`config.mk`:
```
export PLATFORM = sky130hd
export DESIGN_NAME = mmio_resp
export DESIGN_NICKNAME = d
export VERILOG_FILES = /design/src/rtl/cvp14_mmio_pkg.sv /design/src/rtl/mmio_fifo.sv /design/src/rtl/mmio_resp.sv
export SDC_FILE = /design/constraint.sdc
export NUM_CORES = 1
export LEC_CHECK = 0
export CAP_MARGIN = 20
export CORE_UTILIZATION = 40
export DETAILED_ROUTE_END_ITERATION = 8
export GPL_TIMING_DRIVEN = 0
export HOLD_SLACK_MARGIN = 0.06
export PLACE_DENSITY_LB_ADDON = 0.1
export RECOVER_POWER = 50
export SLEW_MARGIN = 20
export SYNTH_ARGS = -nofsm -noshare
export SYNTH_HDL_FRONTEND = slang
export SYNTH_SLANG_ARGS = --single-unit
```
`constraint.sdc`:
```
create_clock -name Clk1 -period 3.6 [get_ports Clk1]
set_clock_uncertainty 0.1 [all_clocks]
set_input_delay 0.36 -clock Clk1 [delete_from_list [all_inputs] [get_ports Clk1]]
set_output_delay 0.36 -clock Clk1 [all_outputs]
set_load 0.02 [all_outputs]
```
`src/rtl/cvp14_mmio_pkg.sv`:
```
// Shared constants for the CVP14 MMIO responder: register offsets, STATUS layout
// and the default window base and TX FIFO depth.
package cvp14_mmio_pkg;

    localparam logic [15:0] MMIO_BASE_DEFAULT  = 16'hFF00;
    localparam int          MMIO_DEPTH_DEFAULT = 8;

    localparam logic [3:0] OFF_TXDATA = 4'd0;
    localparam logic [3:0] OFF_STATUS = 4'd1;
    localparam logic [3:0] OFF_TIMER  = 4'd2;
    localparam logic [3:0] OFF_CMP    = 4'd3;
    localparam logic [3:0] OFF_CTRL   = 4'd4;

    localparam int ST_EMPTY   = 0;
    localparam int ST_FULL    = 1;
    localparam int ST_OVF     = 2;
    localparam int ST_CNT_LSB = 3;
    localparam int ST_IRQ     = 7;

    function automatic logic [15:0] pack_status(input logic irq, input logic [3:0] cnt,
                                                input logic ovf, input logic full,
                                                input logic empty);
        logic [15:0] s;
        s                         = '0;
        s[ST_IRQ]                 = irq;
        s[ST_CNT_LSB+3:ST_CNT_LSB] = cnt;
        s[ST_OVF]                 = ovf;
        s[ST_FULL]                = full;
        s[ST_EMPTY]               = empty;
        return s;
    endfunction

endpackage

```
`src/rtl/mmio_fifo.sv`:
```
// TX FIFO for the MMIO responder: circular storage with wrap-around pointers,
// occupancy count, and a drop pulse when a push hits a full FIFO without a pop.
module mmio_fifo
    import cvp14_mmio_pkg::*;
#(
    parameter int DEPTH = MMIO_DEPTH_DEFAULT,
    parameter int CW    = $clog2(DEPTH + 1)
) (
    input  logic          clk,
    input  logic          rst_n,
    input  logic          push,
    input  logic [15:0]   din,
    input  logic          pop,
    output logic [15:0]   dout,
    output logic          full,
    output logic          empty,
    output logic [CW-1:0] count,
    output logic          drop
);

    localparam int AW = (DEPTH > 1) ? $clog2(DEPTH) : 1;

    logic [15:0]   mem [0:DEPTH-1];
    logic [AW-1:0] wr_ptr_reg, rd_ptr_reg;
    logic [CW-1:0] count_reg, count_next;
    logic          push_ok, pop_ok;

    function automatic logic [AW-1:0] next_ptr(input logic [AW-1:0] p);
        return (p == AW'(DEPTH - 1)) ? '0 : p + AW'(1);
    endfunction

    assign empty = (count_reg == '0);
    assign full  = (count_reg == CW'(DEPTH));
    assign count = count_reg;

    assign pop_ok  = pop && !empty;
    // A pop on the same edge frees a slot, so a push into a full FIFO still lands.
    assign push_ok = push && (!full || pop_ok);
    assign drop    = push && full && !pop_ok;

    // Gate the head so the output reads zero while the FIFO is empty or held in reset.
    assign dout = empty ? 16'h0000 : mem[rd_ptr_reg];

    always_comb begin
        count_next = count_reg;
        case ({push_ok, pop_ok})
            2'b10:   count_next = count_reg + CW'(1);
            2'b01:   count_next = count_reg - CW'(1);
            default: count_next = count_reg;
        endcase
    end

    always_ff @(posedge clk) begin
        if (push_ok)
            mem[wr_ptr_reg] <= din;
    end

    always_ff @(posedge clk or negedge rst_n) begin
        if (!rst_n) begin
            wr_ptr_reg <= '0;
            rd_ptr_reg <= '0;
            count_reg  <= '0;
        end else begin
            if (push_ok)
                wr_ptr_reg <= next_ptr(wr_ptr_reg);
            if (pop_ok)
                rd_ptr_reg <= next_ptr(rd_ptr_reg);
            count_reg <= count_next;
        end
    end

endmodule

```
`src/rtl/mmio_resp.sv`:
```
// 16-word MMIO responder for CVP14: TX FIFO front end, free-running timer with
// compare interrupt, and a one-cycle registered read port with a window-hit select.
module mmio_resp
    import cvp14_mmio_pkg::*;
#(
    parameter logic [15:0] BASE  = MMIO_BASE_DEFAULT,
    parameter int          DEPTH = MMIO_DEPTH_DEFAULT
) (
    input  logic        Clk1,
    input  logic        Reset_n,
    input  logic [15:0] Addr,
    input  logic        RD,
    input  logic        WR,
    input  logic [15:0] DataIn,
    output logic [15:0] DataOut,
    output logic        Sel,
    output logic [15:0] TxData,
    output logic        TxValid,
    input  logic        TxReady,
    output logic        Irq
);

    localparam int CW = $clog2(DEPTH + 1);

    logic          hit, wr_hit, rd_hit;
    logic [3:0]    off;
    logic [15:0]   rdata;
    logic [15:0]   timer_reg, cmp_reg, dout_reg;
    logic          ten_reg, ovf_reg, irq_reg, sel_reg;
    logic          match, irq_clr, ovf_clr;
    logic          fifo_push, fifo_full, fifo_empty, fifo_drop;
    logic [CW-1:0] fifo_count;
    logic [15:0]   cnt_ext;

    assign hit    = (Addr[15:4] == BASE[15:4]);
    assign off    = Addr[3:0];
    assign wr_hit = WR && hit;
    // A simultaneous write wins over the read, so no read is registered then.
    assign rd_hit = RD && !WR && hit;

    assign fifo_push = wr_hit && (off == OFF_TXDATA);
    assign ovf_clr   = wr_hit && (off == OFF_STATUS) && DataIn[ST_OVF];
    assign irq_clr   = wr_hit && (off == OFF_STATUS) && DataIn[ST_IRQ];
    assign match     = ten_reg && (timer_reg == cmp_reg);
    assign cnt_ext   = 16'(fifo_count);

    mmio_fifo #(
        .DEPTH (DEPTH),
        .CW    (CW)
    ) u_fifo (
        .clk   (Clk1),
        .rst_n (Reset_n),
        .push  (fifo_push),
        .din   (DataIn),
        .pop   (TxReady),
        .dout  (TxData),
        .full  (fifo_full),
        .empty (fifo_empty),
        .count (fifo_count),
        .drop  (fifo_drop)
    );

    always_comb begin
        rdata = 16'h0000;
        case (off)
            OFF_STATUS: rdata = pack_status(irq_reg, cnt_ext[3:0], ovf_reg, fifo_full, fifo_empty);
            OFF_TIMER:  rdata = timer_reg;
            OFF_CMP:    rdata = cmp_reg;
            OFF_CTRL:   rdata = {15'b0, ten_reg};
            default:    rdata = 16'h0000;
        endcase
    end

    always_ff @(posedge Clk1 or negedge Reset_n) begin
        if (!Reset_n) begin
            timer_reg <= '0;
            cmp_reg   <= '0;
            ten_reg   <= 1'b0;
            ovf_reg   <= 1'b0;
            irq_reg   <= 1'b0;
            sel_reg   <= 1'b0;
            dout_reg  <= '0;
        end else begin
            // The compare above uses the pre-write timer, so a load never masks a match.
            if (wr_hit && (off == OFF_TIMER))
                timer_reg <= DataIn;
            else
                timer_reg <= timer_reg + 16'd1;

            if (wr_hit && (off == OFF_CMP))
                cmp_reg <= DataIn;
            if (wr_hit && (off == OFF_CTRL))
                ten_reg <= DataIn[0];

            if (fifo_drop)
                ovf_reg <= 1'b1;
            else if (ovf_clr)
                ovf_reg <= 1'b0;

            if (match)
                irq_reg <= 1'b1;
            else if (irq_clr)
                irq_reg <= 1'b0;

            sel_reg <= rd_hit;
            if (rd_hit)
                dout_reg <= rdata;
        end
    end

    assign DataOut = dout_reg;
    assign Sel     = sel_reg;
    assign TxValid = !fifo_empty;
    assign Irq     = irq_reg;

endmodule

```
==> results.cfg, run 1 <==
[final_layout]
final_common_cell = edfxtp_1
nFillCells = 1725
multi_input_area_um2 = 2700
finalNonFillerCells = 930
final_cell_mix = edfxtp_1, dfrtp_1, nor2_1, nand2_1, clkdlybuf4s50_1
nNetsFinal = 695
n_antenna_cell = 0
seqCellArea_um2 = 5400
fin_util_pct = 50.4
layout-drive-gt1-share_pct = 18.8
top_register = u_fifo.mem
largest_reg_flops = 128
syn_to_final_growth_pct = 21.8

[global_routing]
grt_use_total_pct = 18.6
grt_overflow = 0
grt_max_degree = 57
use_met3_pct = 3.68
grt_util_met1_pct = 24.0
grt_pass1_vias = 5105
grt_pass1_wl_mm = 29.5
antenna_found_initial = 0
use_met2_pct = 31.6
busiest_layer = met2

[floorplan]
rows = 51
die_w_um = 145
ios = 72
core_area_um2 = 19800
die-area_um2 = 21100
die_h_um = 145
initial_core_util_pct = 41.4

[routing]
drt-initial-drc-count = 284
vias = 4889
ant_nets = 0
routed_wl_mm = 18.7
wire_per_inst_um = 20.1
drc = 0
drt-pass1-iter-count = 4
viasPerCell = 5.26

[pwr]
vdd_drop_max_mv = 0.404
switching_share_pct = 29.2
cellInternalPower_uw = 4250
power.share.sequential_pct = 40.4
power_density_nw_per_um2 = 602
p_clk_share_pct = 30.2
p_sw_uw = 1760
p_comb_share_pct = 29.4
total_power_uw = 6010
leakagePower_uw = 0.00373

[yosys]
ys_warn_count = 0
synth_compound_area_share_pct = 4.60
syn_area_um2 = 8200
synthSimpleGateAreaFrac_pct = 8.75
syn_nets = 590
muxShareOfSynthArea_pct = 14.6
synth.yosys.seq_area_share_pct = 65.8
synth-xor-area-share_pct = 3.53
synth-edff-count = 128
synth_cell_types = 45
synth_seq_cells = 190
ys.flop_type = edfxtp_1
synthAdderAreaFrac_pct = 0.916
avgSynthCellArea_um2 = 15.0
synth_top_family_by_area = multiplexers
postSynthCellCount = 547
synthArstFlopShare_pct = 32.6

[clock_network]
cts_tree = yes
clock-sinks = 190
clock_tree.buffer_depth = 2
h-tree-depth = 4
clk_pin_slew_ns = 0.07
post-cts-setup-buffers = 0
cts_buffers = 17
cts_root_buf = clkbuf_16
insertion_delay_ns = 0.42

[timing]
postLayoutSetupSlackWorst_ns = 0.218
slew_viol_final = 0
rsz0062_at_grt = no
tightest_slew_ns = 1.43
post-route-period-util_pct = 93.9
relSlewSlack_pct = 4.69
fmax_mhz = 296
finalSetupViolations = 0
hold_viol = 0
period_minus_slack_ns = 3.38

[critical_path]
cp_max_fo = 10
cp.required_ns = 3.14
path_class = register to output pin
startpoint_type = register
end_kind = output pin
worst_ep_arrival_time_ns = 2.92

[placed_design]
portBuffers = 70
preCtsSetupSlack_ns = -0.118
hpwl_mm = 13.3
gp_congestion = 0.794
place_inst = 897

[status]
status = complete, no violations

[flow_run]
maxCapViolCount = 0

[hold_path]
holdCritPathClass = primary input to async pin
critical path: stages (launching register included):
cell and delay, ns:
dfrtp_1 0.34, clkbuf_1 0.29, clkbuf_1 0.61, mux4_2 0.42, mux2i_1 0.21, nor2_1 0.07
clkdlybuf4s50_1 0.56
worst paths after layout:
| check | start | end | slack, ns | cells past startpoint |
|---|---|---|---|---|
| max in group asynchronous | Reset_n | timer_reg[3] | 1.38 | 3 |
| hold reg to reg | DataOut[4] | DataOut[4] | 0.37 | 2 |
| hold / removal | Reset_n | Sel | 0.27 | 2 |
| setup / recovery | u_fifo.rd_ptr_reg[1] | TxData[14] | 0.22 | 6 |
| setup reg to reg | u_fifo.count[0] | u_fifo.mem[0][11] | 0.72 | 7 |
| min in group Clk1 | Addr[2] | ten_reg | 0.32 | 3 |
synth_stat cells, drive strengths merged, types with 2 or more instances:
library cell  instances  area (µm²)
nor3                 11        55.1
a31oi                 2        12.5
mux2i                16         160
nand4                 6        37.5
xor2                 24         210
nand2b                3        18.8
a22oi                 8        60.1
or4                   3        30.0
nor4                 12         103
nand2                41         156
edfxtp              128        3840
buf                   7        30.0
mux2                 28         315
and3                  3        18.8
nor2                 43         161
ha                    6        75.1
mux4                 32         721
a22o                  6        52.6
clkbuf               23        86.3
dfrtp                62        1550
o31ai                 2        15.0
xnor2                 9        78.8
nor2b                 2        12.5
a21oi                16        80.1
inv                   8        30.0
nand3                15        75.1
o21ai                21         113
per-stage QoR:
stage	instance area (µm²)	setup TNS [ns]	hold WS, ns
floorplan	8200	0	-0.0356
global placement	9230	-149.13	0.359
detailed placement	9430	-0.589	0.0959
CTS	10000	0	0.177
global route	9980	0	0.292
finish	9980	0	0.274
what timing repair did:
item,CTS,global route
endpoints found under the hold margin,62,0
hold buffers,1,0
gates resized for setup,8,2
endpoints found under the setup margin,8,12
area by class of cell:
| class | count | share of cell area, % |
|---|---|---|
| Multi-Input combinational cell | 319 | 27.0 |
| Clock inverter | 11 | 1.22 |
| Buffer | 30 | 1.32 |
| Sequential cell | 190 | 54.1 |
| Clock buffer | 21 | 4.41 |
| Tap cell | 265 | 3.32 |
| Inverter | 8 | 0.301 |
| Timing Repair Buffer | 86 | 8.34 |
logic make-up after synthesis:
kind of cell               Yosys count
AOI/OAI and AO/OA                   60
xor gates and xnor gates            33
adders and majority gates            6
buffers and inverters               38
DFF                                190
muxes                               76
and+or+nand+nor                    144
power groups by stage:
stage | combinational, µW | clock, µW | sequential [µW]
floorplan | 1130 | 0 | 2460
global placement | 1760 | 0 | 2470
detailed placement | 1800 | 0 | 2470
CTS | 1820 | 1860 | 2430
global route | 1910 | 1950 | 2440
finish | 1770 | 1820 | 2430
per-layer routing:
layer / wire, µm / vias up
met4: 262 / 0
met3: 757 / 18
met2: 9410 / 107
met1: 8260 / 2483
li1: - / 2281
met5: 0 / -
No activity file was read; power rests on OpenSTA's default activity.
==> inputs of run 2 (changes only) <==
Settings changed: CORE_MARGIN set to 3.
==> results.cfg, run 2 (synthesized netlist as in run 1, its figures left out) <==
[clock_network]
cts_buffers = 17
clock_tree.buffer_depth = 2
cts_root_buf = clkbuf_16
clk_pin_slew_ns = 0.07
insertion_delay_ns = 0.43
cts_tree = yes
clock-sinks = 190
h-tree-depth = 4

[timing]
post-route-period-util_pct = 93.2
slew_viol_final = 0
fmax_mhz = 298
relSlewSlack_pct = 5.73
finalSetupViolations = 0
hold_viol = 0
holdWs_ns = 0.284
rsz0062_at_grt = no
tightest_slew_ns = 1.41
period_minus_slack_ns = 3.35

[routing]
viasPerCell = 5.31
wire_per_inst_um = 20.4
drt-initial-drc-count = 311
vias = 4945
ant_nets = 0
routed_wl_mm = 19.0
drt-pass1-iter-count = 4
drc = 0

[critical_path]
worst_ep_arrival_time_ns = 2.89
cp_max_fo = 10
worst_path_max_delay_cell = clkbuf_1
cp.required_ns = 3.14
r2r_cells = 7
startpoint_type = register
cpMostUsedCell = clkbuf_1
max_stage_delay_ns = 0.62
critPathBufInv = 3
path_class = register to output pin
crit_family = buffers and inverters
cp.depth = 6
end_kind = output pin
path_cells = clkbuf_1 > clkbuf_1 > mux4_2 > mux2i_1 > nor2_1 > clkdlybuf4s50_1

[floorplan]
die-area_um2 = 22200
initial_core_util_pct = 41.4
die_h_um = 149
rows = 51
die_w_um = 149
ios = 72
core_area_um2 = 19800

[flow_run]
maxCapViolCount = 0

[global_routing]
grt_use_total_pct = 18.0
grt_pass1_vias = 5247
grt_overflow = 0
antenna_found_initial = 0
grt_pass1_wl_mm = 29.9
grt_max_degree = 56

[pwr]
p_clk_share_pct = 30.9
leakagePower_uw = 0.00377
switching_share_pct = 29.1
p_sw_uw = 1790
cellInternalPower_uw = 4340
power_density_nw_per_um2 = 610
p_comb_share_pct = 29.5
vdd_drop_max_mv = 0.394
power.share.sequential_pct = 39.6

[final_layout]
seqCellArea_um2 = 5400
final_cell_mix = edfxtp_1, dfrtp_1, nor2_1, nand2_1, clkdlybuf4s50_1
nNetsFinal = 697
multi_input_area_um2 = 2710
top_register = u_fifo.mem
n_antenna_cell = 0
nFillCells = 1729
layout-drive-gt1-share_pct = 19.9
largest_reg_flops = 128
syn_to_final_growth_pct = 22.6
final_common_cell = edfxtp_1
design_area_um2 = 10000

[hold_path]
holdCritPathClass = primary input to async pin

[placed_design]
hpwl_mm = 13.4
placed_cell_area_um2 = 9430
portBuffers = 70
gp_congestion = 0.830

[status]
status = complete, no violations
-- run 2: through the flow --
step                      std cells  total power [µW]  setup TNS [ns]  utilization (%)  worst slack [ns]
final                           932              6130               0             50.8             0.245
after global routing            932              6430               0             50.8            0.0885
after CTS                       929              6200               0             50.8           0.00528
after detailed placement        896              4290           -1.04             47.7            -0.189
after global placement          882              4230         -152.07             46.6             -2.53
after floorplan                 547              3590               0                -            0.0374
-- run 2: final timing paths --
kind | startpoint | end | slack [ns]
setup / recovery | u_fifo.rd_ptr_reg[1] | TxData[8] | 0.25
hold / removal | Reset_n | DataOut[3] | 0.28
setup reg to reg | u_fifo.count[0] | u_fifo.mem[0][15] | 0.70
hold reg to reg | DataOut[7] | DataOut[7] | 0.38
max in group asynchronous | Reset_n | timer_reg[11] | 1.38
min in group Clk1 | Addr[2] | ten_reg | 0.33
-- run 2: layer usage --
layer / vias up / wire length, µm / track usage, % / part of all wire (%)
li1: 2288 / - / - / -
met1: 2535 / 8630 / 24.8 / 45
met2: 108 / 9390 / 29.4 / 49
met3: 14 / 786 / 3.19 / 4.1
met4: 0 / 234 / 5.40 / 1.2
met5: - / 0 / 0 / 0
-- run 2: cell type report --
cell class	count	area share (%)
clock inverters	14	1.66
well taps	265	3.30
flip-flops and latches	190	53.7
multi-input cells	319	27.0
repair buffers	88	8.47
clock buffers	18	4.27
inverters	8	0.299
plain buffers	30	1.36
-- run 2: what timing repair did --
item / in CTS / in global routing
gates resized for setup: 8 / 7
buffers inserted: 0 / 3
hold buffers: 1 / 0
hold endpoints to repair: 62 / 0
setup endpoints to repair: 9 / 13
pin swaps: 0 / 1
-- run 2: power by group through the flow --
stage	Sequential [µW]	Clock (µW)	Combinational, µW
after floorplan	2460	0	1130
after detailed placement	2470	0	1820
after global routing	2430	2030	1970
final	2430	1890	1810
after global placement	2470	0	1760
after CTS	2430	1930	1840
==> inputs of run 3 (changes only) <==
Settings changed: CORE_MARGIN 3 to 2.
==> results.cfg, run 3 (synthesized netlist as in run 1, its figures left out) <==
[status]
status = complete, no violations

[timing]
fmax_mhz = 293
tns_ns = 0
slew_viol_final = 0
period_minus_slack_ns = 3.41
post-route-period-util_pct = 94.7
finalSetupViolations = 0
hold_viol = 0
postLayoutSetupSlackWorst_ns = 0.191
tightest_slew_ns = 1.45
relSlewSlack_pct = 3.52
rsz0062_at_grt = no

[placed_design]
place_inst = 901
gp_congestion = 0.836
preCtsSetupSlack_ns = -0.0614
hpwl_mm = 13.3
portBuffers = 70
placed_cell_area_um2 = 9420

[clock_network]
post-cts-setup-buffers = 0
clock_tree.buffer_depth = 2
h-tree-depth = 4
clk_pin_slew_ns = 0.07
cts_tree = yes
cts_root_buf = clkbuf_16
insertion_delay_ns = 0.43
cts_buffers = 17
clock-sinks = 190

[pwr]
p_comb_share_pct = 28.8
p_sw_uw = 1840
cellInternalPower_uw = 4350
p_clk_share_pct = 32.0
switching_share_pct = 29.7
power.share.sequential_pct = 39.2
power_density_nw_per_um2 = 617
leakagePower_uw = 0.00376
vdd_drop_max_mv = 0.363

[critical_path]
path_cells = clkbuf_1 > clkbuf_1 > mux4_2 > mux2i_1 > nor2_1 > clkdlybuf4s50_1
worst_path_max_delay_cell = clkbuf_1
cp_max_fo = 10
path_class = register to output pin
startpoint_type = register
worst_ep_arrival_time_ns = 2.95
max_stage_delay_ns = 0.64
critPathBufInv = 3
crit_family = buffers and inverters
end_kind = output pin
cp.required_ns = 3.14
cpMostUsedCell = clkbuf_1

[final_layout]
layout-drive-gt1-share_pct = 19.3
n_antenna_cell = 0
syn_to_final_growth_pct = 22.5
largest_reg_flops = 128
design_area_um2 = 10000
finalNonFillerCells = 934
nFillCells = 1767
final_cell_mix = edfxtp_1, dfrtp_1, nor2_1, nand2_1, clkdlybuf4s50_1
nNetsFinal = 694
final_common_cell = edfxtp_1
top_register = u_fifo.mem

[routing]
viasPerCell = 5.33
ant_nets = 0
drt-pass1-iter-count = 5
drt-initial-drc-count = 268
wire_per_inst_um = 20.3
drc = 0
vias = 4981
routed_wl_mm = 18.9

[global_routing]
grt_pass1_wl_mm = 29.5
grt_use_total_pct = 18.3
grt_pass1_vias = 5172
grt_max_degree = 56
antenna_found_initial = 0
grt_overflow = 0

[floorplan]
die-area_um2 = 21600
die_w_um = 147
core_area_um2 = 20200
ios = 72
initial_core_util_pct = 40.6
rows = 52
die_h_um = 147

[hold_path]
holdCritPathClass = primary input to async pin

[flow_run]
maxCapViolCount = 0
-- run 3: cell type report --
| class | instances | area (µm²) | share of cell area (%) |
|---|---|---|---|
| sequential | 190 | 5400 | 53.8 |
| multi-input combinational | 319 | 2700 | 26.9 |
| timing repair buffer | 85 | 818 | 8.15 |
| clock buffer | 17 | 425 | 4.24 |
| tap | 270 | 338 | 3.37 |
| clock inverter | 15 | 195 | 1.94 |
| buffer | 30 | 134 | 1.33 |
| inverter | 8 | 30.0 | 0.299 |
-- run 3: metrics by stage --
stage               power, µW  hold slack [ns]  util (%)
floorplan                3590          -0.0356         -
global placement         4240            0.363      45.8
detailed placement       4280            0.104      46.7
CTS                      6270            0.177      49.9
global route             6470            0.325      49.8
finish                   6190            0.295      49.8
-- run 3: power by group through the flow --
stage	Sequential [µW]	Clock, µW	Combinational, µW
2_1_floorplan	2460	0	1130
3_3_place_gp	2470	0	1770
3_5_place_dp	2470	0	1810
4_1_cts	2430	2010	1830
5_1_grt	2430	2110	1930
6_report	2430	1980	1780
-- run 3: path summary, 6_finish.rpt --
kind | start | endpoint | slack, ns | cells after the start
setup / recovery | u_fifo.rd_ptr_reg[1] | TxData[13] | 0.19 | 6
hold / removal | Reset_n | Sel | 0.29 | 2
setup reg to reg | u_fifo.count[1] | u_fifo.mem[0][15] | 0.82 | 7
hold reg to reg | DataOut[0] | DataOut[0] | 0.39 | 2
max in group asynchronous | Reset_n | cmp_reg[11] | 1.31 | 3
min in group Clk1 | Addr[2] | ten_reg | 0.31 | 3
-- run 3: repair_timing --
item | 4_1_cts | 5_1_grt
pin swaps | 0 | 0
setup endpoints to repair | 9 | 3
hold endpoints to repair | 62 | 0
hold buffers | 1 | 0
gates resized for setup | 9 | 2
-- run 3: worst reg2reg max path: cells and delay by family, from the launching register on --
kind | cells | cell delay [ns]
DFF | 1 | 0.32
and+or+nand+nor | 4 | 1.16
buffers and inverters | 3 | 0.89
-- run 3: layer usage --
layer	wire length (µm)	vias up	track usage (%)	share of wire (%)
li1	-	2281	-	-
met4	354	0	6.25	1.9
met2	9450	111	30.3	50
met1	8530	2561	24.8	45
met5	0	-	0	0
met3	609	28	2.98	3.2
